`config.mk`:
```
export PLATFORM = sky130hd
export DESIGN_NAME = ssb_re_extractor
export DESIGN_NICKNAME = d
export VERILOG_FILES = /design/src/rtl/ssb_re_extractor.sv
export SDC_FILE = /design/constraint.sdc
export NUM_CORES = 1
export LEC_CHECK = 0
export ABC_AREA = 0
export BUFFER_PORTS_ARGS = -buffer_cell sky130_fd_sc_hd__buf_2
export CELL_PAD_IN_SITES_DETAIL_PLACEMENT = 1
export CELL_PAD_IN_SITES_GLOBAL_PLACEMENT = 1
export CORE_ASPECT_RATIO = 1.25
export CORE_MARGIN = 8
export CORE_UTILIZATION = 40
export DETAILED_ROUTE_END_ITERATION = 10
export PLACE_DENSITY = 0.81
export REMOVE_ABC_BUFFERS = 1
export SLEW_MARGIN = 20
export SYNTH_ARGS = -nofsm -noshare
export SYNTH_HDL_FRONTEND = slang
export SYNTH_SLANG_ARGS = --single-unit
```
`constraint.sdc`:
```
create_clock -name clk_i -period 5.3 [get_ports clk_i]
set_clock_uncertainty 0.15 [all_clocks]
set_input_delay 1.06 -clock clk_i [delete_from_list [all_inputs] [get_ports clk_i]]
set_output_delay 1.06 -clock clk_i [all_outputs]
set_load 0.05 [all_outputs]
```
`src/rtl/ssb_re_extractor.sv`:
```
// SSB resource-element extractor: windows the fftshifted bin stream of SSB symbols 1-3
// and forwards PBCH/SSS REs as one tagged stream with a per-symbol tlast.
module ssb_re_extractor #(
  parameter int IN_DW = 32,
  parameter int NFFT  = 8
) (
  input  logic             clk_i,
  input  logic             reset_ni,
  input  logic [IN_DW-1:0] s_axis_in_tdata,
  input  logic             s_axis_in_tvalid,
  input  logic             PBCH_valid_i,
  input  logic             SSS_valid_i,
  output logic [IN_DW-1:0] m_axis_out_tdata,
  output logic [10:0]      m_axis_out_tuser,
  output logic             m_axis_out_tlast,
  output logic             m_axis_out_tvalid,
  output logic             symbol_error_o
);

  localparam int FFT_LEN   = 2**NFFT;
  localparam int WIN_START = FFT_LEN/2 - 120;
  localparam logic [NFFT-1:0] WIN_LO  = NFFT'(WIN_START);
  localparam logic [NFFT-1:0] WIN_HI  = NFFT'(WIN_START + 239);
  localparam logic [NFFT-1:0] BIN_MAX = NFFT'(FFT_LEN - 1);

  typedef enum logic [1:0] {IDLE = 2'd0, SYM1 = 2'd1, SYM2 = 2'd2, SYM3 = 2'd3} state_t;
  typedef enum logic [1:0] {PREV_NONE = 2'd0, PREV_SYM1 = 2'd1, PREV_SYM2 = 2'd2} prev_t;

  state_t          r_state, w_state_nxt, w_sym;
  prev_t           r_prev, w_prev_nxt;
  logic [NFFT-1:0] r_bin, w_bin_nxt;
  logic            w_err, w_bin_ok;
  logic            w_in_win, w_sss_k, w_pbch2_k, w_is_sss, w_sel;
  logic [7:0]      w_k;

  always_comb begin
    w_state_nxt = r_state;
    w_prev_nxt  = r_prev;
    w_bin_nxt   = r_bin;
    w_sym       = r_state;
    w_err       = 1'b0;
    w_bin_ok    = 1'b0;
    if (s_axis_in_tvalid) begin
      if (SSS_valid_i && !PBCH_valid_i) begin
        w_err = 1'b1;
      end else if (r_state == IDLE) begin
        if (PBCH_valid_i) begin
          w_bin_ok = 1'b1;
          if (SSS_valid_i)              w_sym = SYM2;
          else if (r_prev == PREV_SYM2) w_sym = SYM3;
          else                          w_sym = SYM1;
        end
      end else if (!PBCH_valid_i || (SSS_valid_i != (r_state == SYM2))) begin
        w_err = 1'b1;
      end else begin
        w_bin_ok = 1'b1;
      end

      if (w_err) begin
        w_state_nxt = IDLE;
        w_prev_nxt  = PREV_NONE;
        w_bin_nxt   = '0;
      end else if (w_bin_ok) begin
        w_bin_nxt = r_bin + NFFT'(1);
        if (r_bin == BIN_MAX) begin
          w_state_nxt = IDLE;
          case (w_sym)
            SYM1:    w_prev_nxt = PREV_SYM1;
            SYM2:    w_prev_nxt = PREV_SYM2;
            default: w_prev_nxt = PREV_NONE;
          endcase
        end else begin
          w_state_nxt = w_sym;
        end
      end
    end
  end

  // Window selection for the bin being accepted this cycle (w_sym already names its symbol)
  always_comb begin
    w_in_win  = (r_bin >= WIN_LO) && (r_bin <= WIN_HI);
    w_k       = 8'(r_bin - WIN_LO);
    w_sss_k   = (w_k >= 8'd56) && (w_k <= 8'd182);
    w_pbch2_k = (w_k <= 8'd47) || (w_k >= 8'd192);
    w_is_sss  = (w_sym == SYM2) && w_sss_k;
    w_sel     = w_bin_ok && w_in_win && ((w_sym != SYM2) || w_sss_k || w_pbch2_k);
  end

  always_ff @(posedge clk_i) begin
    if (!reset_ni) begin
      r_state           <= IDLE;
      r_prev            <= PREV_NONE;
      r_bin             <= '0;
      m_axis_out_tdata  <= '0;
      m_axis_out_tuser  <= '0;
      m_axis_out_tlast  <= 1'b0;
      m_axis_out_tvalid <= 1'b0;
      symbol_error_o    <= 1'b0;
    end else begin
      r_state           <= w_state_nxt;
      r_prev            <= w_prev_nxt;
      r_bin             <= w_bin_nxt;
      m_axis_out_tvalid <= w_sel;
      m_axis_out_tlast  <= w_sel && (w_k == 8'd239);
      symbol_error_o    <= w_err;
      if (w_sel) begin
        m_axis_out_tdata <= s_axis_in_tdata;
        m_axis_out_tuser <= {w_is_sss, 2'(w_sym), w_k};
      end
    end
  end

endmodule

```
Word level (Yosys, flattened, before mapping)
Cells that the tools add are included.
Widths: inputs -> output; s select.
- bits in registers: 58
- bits in latches: 0
- RAM bits: 0
- ROM bits: 0
- output and inout bits: 46
- logic and storage cells: 69
- memories: 0
- add/subtract/negate cells: 2
- multiply operators: 0
- divide/modulo/power cells: 0
- magnitude comparators: 6
- eq/ne operators: 9
- shifts and indexed selects: 0
- mux-type cells: 26
- bitwise gates (word level): 0
- reduce and logical (&&, ||, !) cells: 18
- operator list (operator ; count):
    $mux 2 ; 13
    $eq 8x8->1 const B ; 2
    $le 8x8->1 const B ; 2
    $mux 8 ; 2
    $mux 1 ; 10
    $add 8x1->8 const B ; 1
    $eq 2x2->1 const B ; 4
    $ge 8x4->1 const B ; 1
    $ge 8x6->1 const B ; 1
    $ge 8x8->1 const B ; 1
    $le 8x6->1 const B ; 1
    $sub 8x4->8 const B ; 1
    $logic_and 1x1->1 ; 7
    $logic_or 1x1->1 ; 4
    $pmux 2 s2 ; 1
    $reduce_and 2->1 ; 2
    $reduce_bool 2->1 ; 2
    $reduce_and 3->1 ; 1
    $eq 2x1->1 const B ; 1
    $logic_not 2->1 ; 1
    $ne 2x2->1 const B ; 1
    $logic_not 1->1 ; 1
    $ne 1x1->1 ; 1

Depth between registers and ports, before layout
Gate-level depths: netlist (run 1).
- depth after elaboration: 13
- mapped depth: 9
- gate-level depth less buffers: 7

Worst setup path before layout (run 1)
Ideal clock, no wire load.
- path kind: in2reg
- from: input s_axis_in_tvalid
- to: register m_axis_out_tdata[0]
- setup time: 72 ps
- data arrival time: 2361 ps
- path slack: 2718 ps
- cell stages on the path: 6
- path buffers: 1
- cell sequence: nand2_1 a211oi_2 o311ai_2 nor3_4 buf_6 mux2i_1
- cells in the longest elaborated chain, start to end: 5
- elaborated cells between the ends (all ways): 7
- classes of those cells: 1 x eq/ne; 2 x mux; 4 x reduce/logical
- RTL lines (element ; line ; text):
    from (decl) ; 10 ; input logic s_axis_in_tvalid,
    $mux 2 ; 43 ; if (s_axis_in_tvalid) begin
    $ne 2x2->1 ; 86 ; w_sel = w_bin_ok && w_in_win && ((w_sym != SYM2) || w_sss_k || w_pbch2_k);
    $logic_or 1x1->1 (2 in series) ; 86 ;
    $logic_and 1x1->1 * ; 86 ;
    to (signal assigned) ; 107 ; m_axis_out_tdata <= s_axis_in_tdata;
    to (decl) ; 13 ; output logic [IN_DW-1:0] m_axis_out_tdata,
Mark *: on every way between the ends. The rest lies on a longest branch, timed or not.
A chain may end at the register's enable or synchronous reset.

Worst setup path after layout (run 1)
- from: register r_bin[3]
- to: register m_axis_out_tdata[26]
- cells in the longest elaborated chain, start to end: 6
- elaborated cells between the ends (all ways): 14
- classes of those cells: 1 x add/sub; 6 x order compare; 7 x reduce/logical
- RTL lines (element ; line ; text):
    from (decl) ; 31 ; logic [NFFT-1:0] r_bin, w_bin_nxt;
    from (signal assigned) ; 102 ; r_bin <= w_bin_nxt;
    $sub 8x4->8 * ; 82 ; w_k = 8'(r_bin - WIN_LO);
    named net w_k[3] ; 34 ; logic [7:0] w_k;
    $ge 8x6->1 / $le 8x8->1 (equally long branches) ; 83 ; w_sss_k = (w_k >= 8'd56) && (w_k <= 8'd182);
    $logic_and 1x1->1 ; 83 ;
    $logic_or 1x1->1 ; 86 ;
    $logic_or 1x1->1 * ; 86 ;
    $logic_and 1x1->1 * ; 86 ;
The timed path passes the listed nets; every way through them passes the cells marked *.

==> results of run 1 <==
sequential cells by signal, indices dropped and copies added, names as in the netlist:
signal and count:
m_axis_out_tdata 32, m_axis_out_tlast 1, m_axis_out_tuser 11, m_axis_out_tvalid 1, r_bin 8, r_prev 2, r_state 2, symbol_error_o 1
cell usage after synthesis, types with 2 or more instances:
master	count	area (um2)
buf_2	5	25.0
inv_1	8	30.0
and3_1	2	12.5
ha_1	5	62.6
dfxtp_1	58	1160
clkbuf_1	11	41.3
nand3_1	6	30.0
buf_6	4	45.0
nand2_1	76	285
a211oi_2	2	25.0
mux2i_1	35	350
a31oi_1	8	50.1
a21oi_1	5	25.0
nand3b_1	3	22.5
xnor2_1	7	61.3
o21ai_0	4	20.0
a211oi_1	5	37.5
nand4_1	5	31.3
xor2_1	5	43.8
nor3_1	7	35.0
nand2b_1	2	12.5
nor2_1	16	60.1
nor3_4	2	32.5
critical path, delay by kind of cell (launching register included):
family                     cells  cell delay [ps]
buffers and inverters          2              750
AOI/OAI and AO/OA              1              100
and+or+nand+nor                2              410
xor gates and xnor gates       1              420
adders and majority gates      1              320
muxes                          1              270
DFF                            1              610
layout by cell type, fill, tap and decap left out, drive strengths merged, types with 2 or more instances in the layout:
| cell type | Yosys | routed |
|---|---|---|
| a211oi | 7 | 7 |
| a21oi | 5 | 5 |
| a31oi | 8 | 8 |
| and3 | 2 | 2 |
| and4 | 2 | 2 |
| buf | 9 | 84 |
| bufinv | 0 | 2 |
| clkbuf | 11 | 12 |
| dfxtp | 58 | 58 |
| ha | 5 | 5 |
| inv | 8 | 9 |
| mux2i | 35 | 35 |
| nand2 | 76 | 76 |
| nand2b | 2 | 2 |
| nand3 | 6 | 6 |
| nand3b | 3 | 3 |
| nand4 | 5 | 5 |
| nor2 | 16 | 16 |
| nor3 | 9 | 9 |
| nor3b | 2 | 2 |
| o21ai | 4 | 4 |
| o311ai | 2 | 2 |
| xnor2 | 7 | 7 |
| xor2 | 5 | 5 |
cell type report:
type | instances | area [um2] | share of cell area, %
Sequential cell | 58 | 1160 | 34.7
Multi-Input combinational cell | 216 | 1400 | 41.9
Inverter | 8 | 30.0 | 0.898
Tap cell | 87 | 109 | 3.25
Timing Repair Buffer | 84 | 425 | 12.7
Clock inverter | 4 | 73.8 | 2.21
Clock buffer | 12 | 145 | 4.34
report_power, final:
part | switching (mW) | total [mW] | internal [mW] | leakage (nW)
Clock | 0.173 | 0.452 | 0.279 | 0.111
Sequential | 0.00311 | 0.441 | 0.438 | 0.467
Combinational | 0.0291 | 0.0473 | 0.0182 | 0.830
Total | 0.206 | 0.940 | 0.735 | 1.41
worst min-delay path by stage:
| stage | end | depth (start not counted) | slack [ps] | from |
|---|---|---|---|---|
| 2_1_floorplan | r_prev[0]$_SDFFE_PN0P_ | 1 | 290 | r_prev[0]$_SDFFE_PN0P_ |
| 3_3_place_gp | m_axis_out_tdata[9]$_SDFFE_PN0P_ | 2 | 290 | m_axis_out_tdata[9]$_SDFFE_PN0P_ |
| 3_5_place_dp | m_axis_out_tdata[11]$_SDFFE_PN0P_ | 2 | 300 | m_axis_out_tdata[11]$_SDFFE_PN0P_ |
| 4_1_cts | m_axis_out_tdata[11]$_SDFFE_PN0P_ | 2 | 310 | m_axis_out_tdata[11]$_SDFFE_PN0P_ |
| 5_1_grt | m_axis_out_tdata[31]$_SDFFE_PN0P_ | 2 | 330 | m_axis_out_tdata[31]$_SDFFE_PN0P_ |
| 6_report | m_axis_out_tdata[25]$_SDFFE_PN0P_ | 2 | 310 | m_axis_out_tdata[25]$_SDFFE_PN0P_ |
metal layers:
metal  share of wire, %  wire length [um]
met5                  0                 0
met3                8.3               618
met2                 49              3620
met1                 41              3070
met4                1.4               100
logic make-up after synthesis:
logic type,Yosys count
AND/OR/NAND/NOR,128
flip-flops,58
AO/OA/AOI/OAI,36
multiplexers,35
buffers and inverters,28
XOR/XNOR,12
adder cells (fa/ha/maj),5
==> impl_metrics.toml, run 1 <==
[detailed_routing]
via_per_inst = 5.15
ant_nets = 0
drtIter0Drc = 100
dr.pass1.iters = 4
drc = 0
wl_mm = 7.41
dr_total_vias = 2416
wl_per_cell_um = 15.8

[synth]
avgSynthCellArea_um2 = 8.95
synth_top_family_by_area = "simple AND/OR/NAND/NOR gates"
muxShareOfSynthArea_pct = 13.0
synth_edf_count = 0
yosysWarnings = 0
synthArstFlopShare_pct = 0
synth_seq_area_share_pct = 43.0
syn_area_um2 = 2700
yosys.area_share.simple_pct = 22.2
yosysUniqueCellTypes = 44
synthCells = 302
synthAdderAreaFrac_pct = 2.31
synth_compound_area_share_pct = 10.5
synth_seq_cells = 58
synthFlopType = "dfxtp_1"
synth_xor_area_share_pct = 3.89

[place]
dp_hpwl_mm = 5.39
dp.cells = 453
gp_congestion = 0.797
io_buffers = 82
placed_area_um2 = 3130
place_ws_ps = 2090

[timing]
fin_ws_ps = 2150
finalCritPeriodShare_pct = 59.5
max_freq_mhz = 317
finalCriticalPeriod_ps = 3150
drv_slew = 0
setup_viol = 0
whs_ps = 306
hold_viol = 0
setup-tns-final_ps = 0
grt_setup_unrepaired = "no"
worstMarginPinSlew_ps = 781
relSlewSlack_pct = 47.2

[clocking]
post-cts-setup-buffers = 0
clock_latency_ps = 340
cts_buffer_depth = 2
cts_resized = 0
hold_buffers = 0
clkSlewWorstSetupHoldPaths_ps = 70
h-tree-depth = 3
cts-root-buf = "clkbuf_8"
cts_sinks = 58
numCtsBuffers = 9
cts_tree = "done"

[setup_path]
cp_max_fo = 42
setup.worst_path.end = "m_axis_out_tdata[26]$_SDFFE_PN0P_"
max_stage_delay_ps = 610
start_kind = "flop"
critPathLaunch = "r_bin[3]$_SDFFE_PN0P_"
critPathArrivalTime_ps = 3260
timing.rr.start = "r_bin[3]$_SDFFE_PN0P_"
worstRegToRegCells = 8
path_cells = "inv_1, ha_1, xnor2_1, a2111oi_4, and4_4, nor3_4, buf_4, mux2i_1"
cp.required_ps = 5400
criticalPathCategory = "flop to flop"
crit_slowest_cell = "dfxtp_1"
rrSetupSlack_ps = 2150
critPathCaptureType = "flop"
timing.rr.end = "m_axis_out_tdata[26]$_SDFFE_PN0P_"

[floorplan]
initial_core_util_pct = 41.2
pin_count = 83
core_area_um2 = 6570
row_count = 33
die_x_um = 89.5
die_area_um2 = 9660
die_y_um = 108

[grt]
met1_usage_pct = 17.4
grt_use_total_pct = 16.2
grt_pass1_vias = 2570
antenna_found_initial = 0
grt-ovfl-total = 0
grt_max_degree = 48
grt_use_met2_pct = 26.4
grt.busiest_layer = "met2"
grtUsageMet3_pct = 8.56
grt_pass1_wl_mm = 12.2

[cells_and_area]
antenna_cells = 0
nets = 419
syn_to_final_growth_pct = 23.8
final_design_area_no_fill_um2 = 3340
finalNonFillerCells = 469
filler_cell_count = 816
final_util_pct = 50.9
drive_gt1_share_pct = 28.3

[outcome]
outcome = "completed"

[pwr]
irDropWorstVdd_uv = 148
p_total_mw = 0.940
p_leak_nw = 1.41
power_density_nw_per_um2 = 281

[worst_hold_path]
holdCritPathClass = "flop to flop"

[run]
drv_cap = 0
No activity file was read; power rests on OpenSTA's default activity.
==> run 2: changes to the inputs <==
--- a/config.mk
+++ b/config.mk
@@ -5,15 +5,15 @@
 export SDC_FILE = /design/constraint.sdc
 export NUM_CORES = 1
 export LEC_CHECK = 0
-export ABC_AREA = 0
+export ABC_AREA = 1
 export BUFFER_PORTS_ARGS = -buffer_cell sky130_fd_sc_hd__buf_2
 export CELL_PAD_IN_SITES_DETAIL_PLACEMENT = 1
 export CELL_PAD_IN_SITES_GLOBAL_PLACEMENT = 1
 export CORE_ASPECT_RATIO = 1.25
 export CORE_MARGIN = 8
-export CORE_UTILIZATION = 40
+export CORE_UTILIZATION = 32
 export DETAILED_ROUTE_END_ITERATION = 10
-export PLACE_DENSITY = 0.81
+export PLACE_DENSITY = 0.73
 export REMOVE_ABC_BUFFERS = 1
 export SLEW_MARGIN = 20
 export SYNTH_ARGS = -nofsm -noshare
==> constraint.sdc (replaced) <==
create_clock -name clk_i -period 2.9 [get_ports clk_i]
set_clock_uncertainty 0.15 [all_clocks]
set_input_delay 0.58 -clock clk_i [delete_from_list [all_inputs] [get_ports clk_i]]
set_output_delay 0.58 -clock clk_i [all_outputs]
set_load 0.05 [all_outputs]
==> run 2 against run 1 <==
Via count rose by 7.5%. Combinational power rose by 93%. Largest power group is now sequential cells. Synthesized cell count rose by 14%. Critical path type unchanged.
==> impl_metrics.toml, run 2 <==
[setup_path]
critPathTopFamily = "simple AND/OR/NAND/NOR gates"
critPathLaunch = "r_bin[3]$_SDFFE_PN0P_"
criticalPathCategory = "flop to flop"
start_kind = "flop"
cp_max_fo = 44
crit_path_frequent_cell = "nand2_1"
crit_buf_inv = 1
timing.rr.start = "r_bin[3]$_SDFFE_PN0P_"
crit_slowest_cell = "dfxtp_1"
critPathCaptureType = "flop"
path_cells = "inv_1, ha_1, nand2_1, nand2_1, nand2_1, nand2_1, nand3_1, nor2_1, nand2_2, nand2_8, nand2_1, a21oi_1"
cp.required_ps = 3010
critPathArrivalTime_ps = 2640
max_stage_delay_ps = 360

[timing]
finalCriticalPeriod_ps = 2530
setup-tns-final_ps = 0
whs_ps = 311
relSlewSlack_pct = 69.5
grt_setup_unrepaired = "no"
finalCritPeriodShare_pct = 87.1
worstMarginPinSlew_ps = 456
setup_viol = 0
fin_ws_ps = 373
hold_viol = 0
max_freq_mhz = 396
drv_slew = 0

[detailed_routing]
dr.pass1.iters = 4
drtIter0Drc = 124
wl_mm = 8.06
wl_per_cell_um = 15.3
via_per_inst = 4.94
ant_nets = 0
dr_total_vias = 2597
drc = 0

[pwr]
p_total_mw = 1.66
irDropWorstVdd_uv = 279
power_density_nw_per_um2 = 518
p_leak_nw = 1.41

[synth]
synth_seq_area_share_pct = 45.9
synth_edf_count = 0
synthFlopType = "dfxtp_1"
synthCells = 344
avgSynthCellArea_um2 = 7.35
yosysUniqueCellTypes = 22
synth_top_cell_by_area = "dfxtp_1"
synth_seq_cells = 58
yosysWarnings = 0
synth_area_leaders = "dfxtp_1 46%, nand2_1 12%, nand3_1 11%"
synth_common_cells = "79 x nand2_1, 58 x dfxtp_1, 58 x nand3_1"
yosysTopAreaCellShare_pct = 45.9
syn_area_um2 = 2530
synthArstFlopShare_pct = 0
synth.most_common_cell = "nand2_1"

[cells_and_area]
antenna_cells = 0
mostFrequentLayoutCell = "buf_2"
final_cell_mix = "82 x buf_2, 79 x nand2_1, 58 x nand3_1, 58 x dfxtp_1, 53 x a21oi_1"
final_util_pct = 41.4
largest_reg_flops = 32
nets = 468
final_design_area_no_fill_um2 = 3210
drive_gt1_share_pct = 25.8
reg_top3 = "m_axis_out_tdata x32, m_axis_out_tuser x11, r_bin x8"
finalNonFillerCells = 526
regMostFlops = "m_axis_out_tdata"
syn_to_final_growth_pct = 27.0

[place]
place_ws_ps = 291
gp_congestion = 0.812
placed_area_um2 = 3000
io_buffers = 82
dp_hpwl_mm = 5.94
dp.cells = 510

[clocking]
cts_buffer_depth = 2
hold_buffers = 0
cts_tree = "done"
numCtsBuffers = 9
clock_latency_ps = 330
cts-root-buf = "clkbuf_8"
clkSlewWorstSetupHoldPaths_ps = 70
cts_sinks = 58
h-tree-depth = 3

[floorplan]
die_y_um = 115
die_area_um2 = 11000
pin_count = 83
row_count = 36
die_x_um = 95.5
initial_core_util_pct = 32.6
core_area_um2 = 7750

[grt]
grt_pass1_vias = 2684
grt-ovfl-total = 0
grt_pass1_wl_mm = 13.0
antenna_found_initial = 0
grt_max_degree = 45
grt_use_total_pct = 14.8

[run]
drv_cap = 0

[worst_hold_path]
holdCritPathClass = "flop to flop"
min-delay-start = "m_axis_out_tdata[7]$_SDFFE_PN0P_"

[outcome]
outcome = "completed"
run 2: cell count changes in the layout (fill, tap and decap cells not counted), moves of 4 or more:
cell,change
o21ai_0,+5
nor2_1,+6
inv_1,+16
buf_4,+4
a21oi_1,+48
xnor2_1,-7
a211oi_1,-4
a31oi_1,-8
nor3_1,-5
mux2i_1,-35
nand3_1,+52
run 2: path summary, 6_finish.rpt:
path,to,cells past startpoint,slack [ps]
max,m_axis_out_tuser[2]$_SDFFE_PN0P_,12,370
min,m_axis_out_tdata[7]$_SDFFE_PN0P_,2,310
max reg2reg,m_axis_out_tuser[2]$_SDFFE_PN0P_,12,370
min reg2reg,m_axis_out_tdata[7]$_SDFFE_PN0P_,2,310
run 2: cell type report:
type | instances | area (um2)
Fill cell | 1000 | 4540
Tap cell | 95 | 119
Timing Repair Buffer | 88 | 455
Clock buffer | 11 | 151
Inverter | 26 | 97.6
Multi-Input combinational cell | 243 | 1170
Clock inverter | 5 | 52.6
Sequential cell | 58 | 1160
run 2: kinds of logic (layout without fill, tap and decap cells):
family / after synthesis / count (layout) / share of synthesized area (%)
AND/OR/NAND/NOR: 170 / 170 / 29.8
AO/OA/AOI/OAI: 66 / 66 / 13.2
flip-flops: 58 / 58 / 45.9
buffers and inverters: 43 / 130 / 7.97
adder cells (fa/ha/maj): 5 / 5 / 2.48
XOR/XNOR: 2 / 2 / 0.693
run 2: worst min-delay path, delay by kind of cell, from the launching register on:
kind | cells | cell delay, ps
AOI/OAI and AO/OA | 1 | 50
DFF | 1 | 310
and+or+nand+nor | 1 | 60
run 2: per-layer routing:
layer	routed length (um)	global-route usage, %	vias to the layer above
met5	0	0	-
met4	92	4.52	0
met3	694	4.70	10
met2	3920	25.4	71
met1	3360	17.0	1215
li1	-	-	1301
run 2: where the power goes:
part / internal, mW / switching, mW / leakage, nW
logic: 0.0340 / 0.0571 / 0.841
registers: 0.802 / 0.00564 / 0.468
clock network: 0.439 / 0.326 / 0.105
total: 1.27 / 0.389 / 1.41
run 2: repair_timing:
item / in CTS / in global routing
setup buffers: 0 / 0
setup endpoints to repair: 0 / 13
resized for setup: 0 / 1
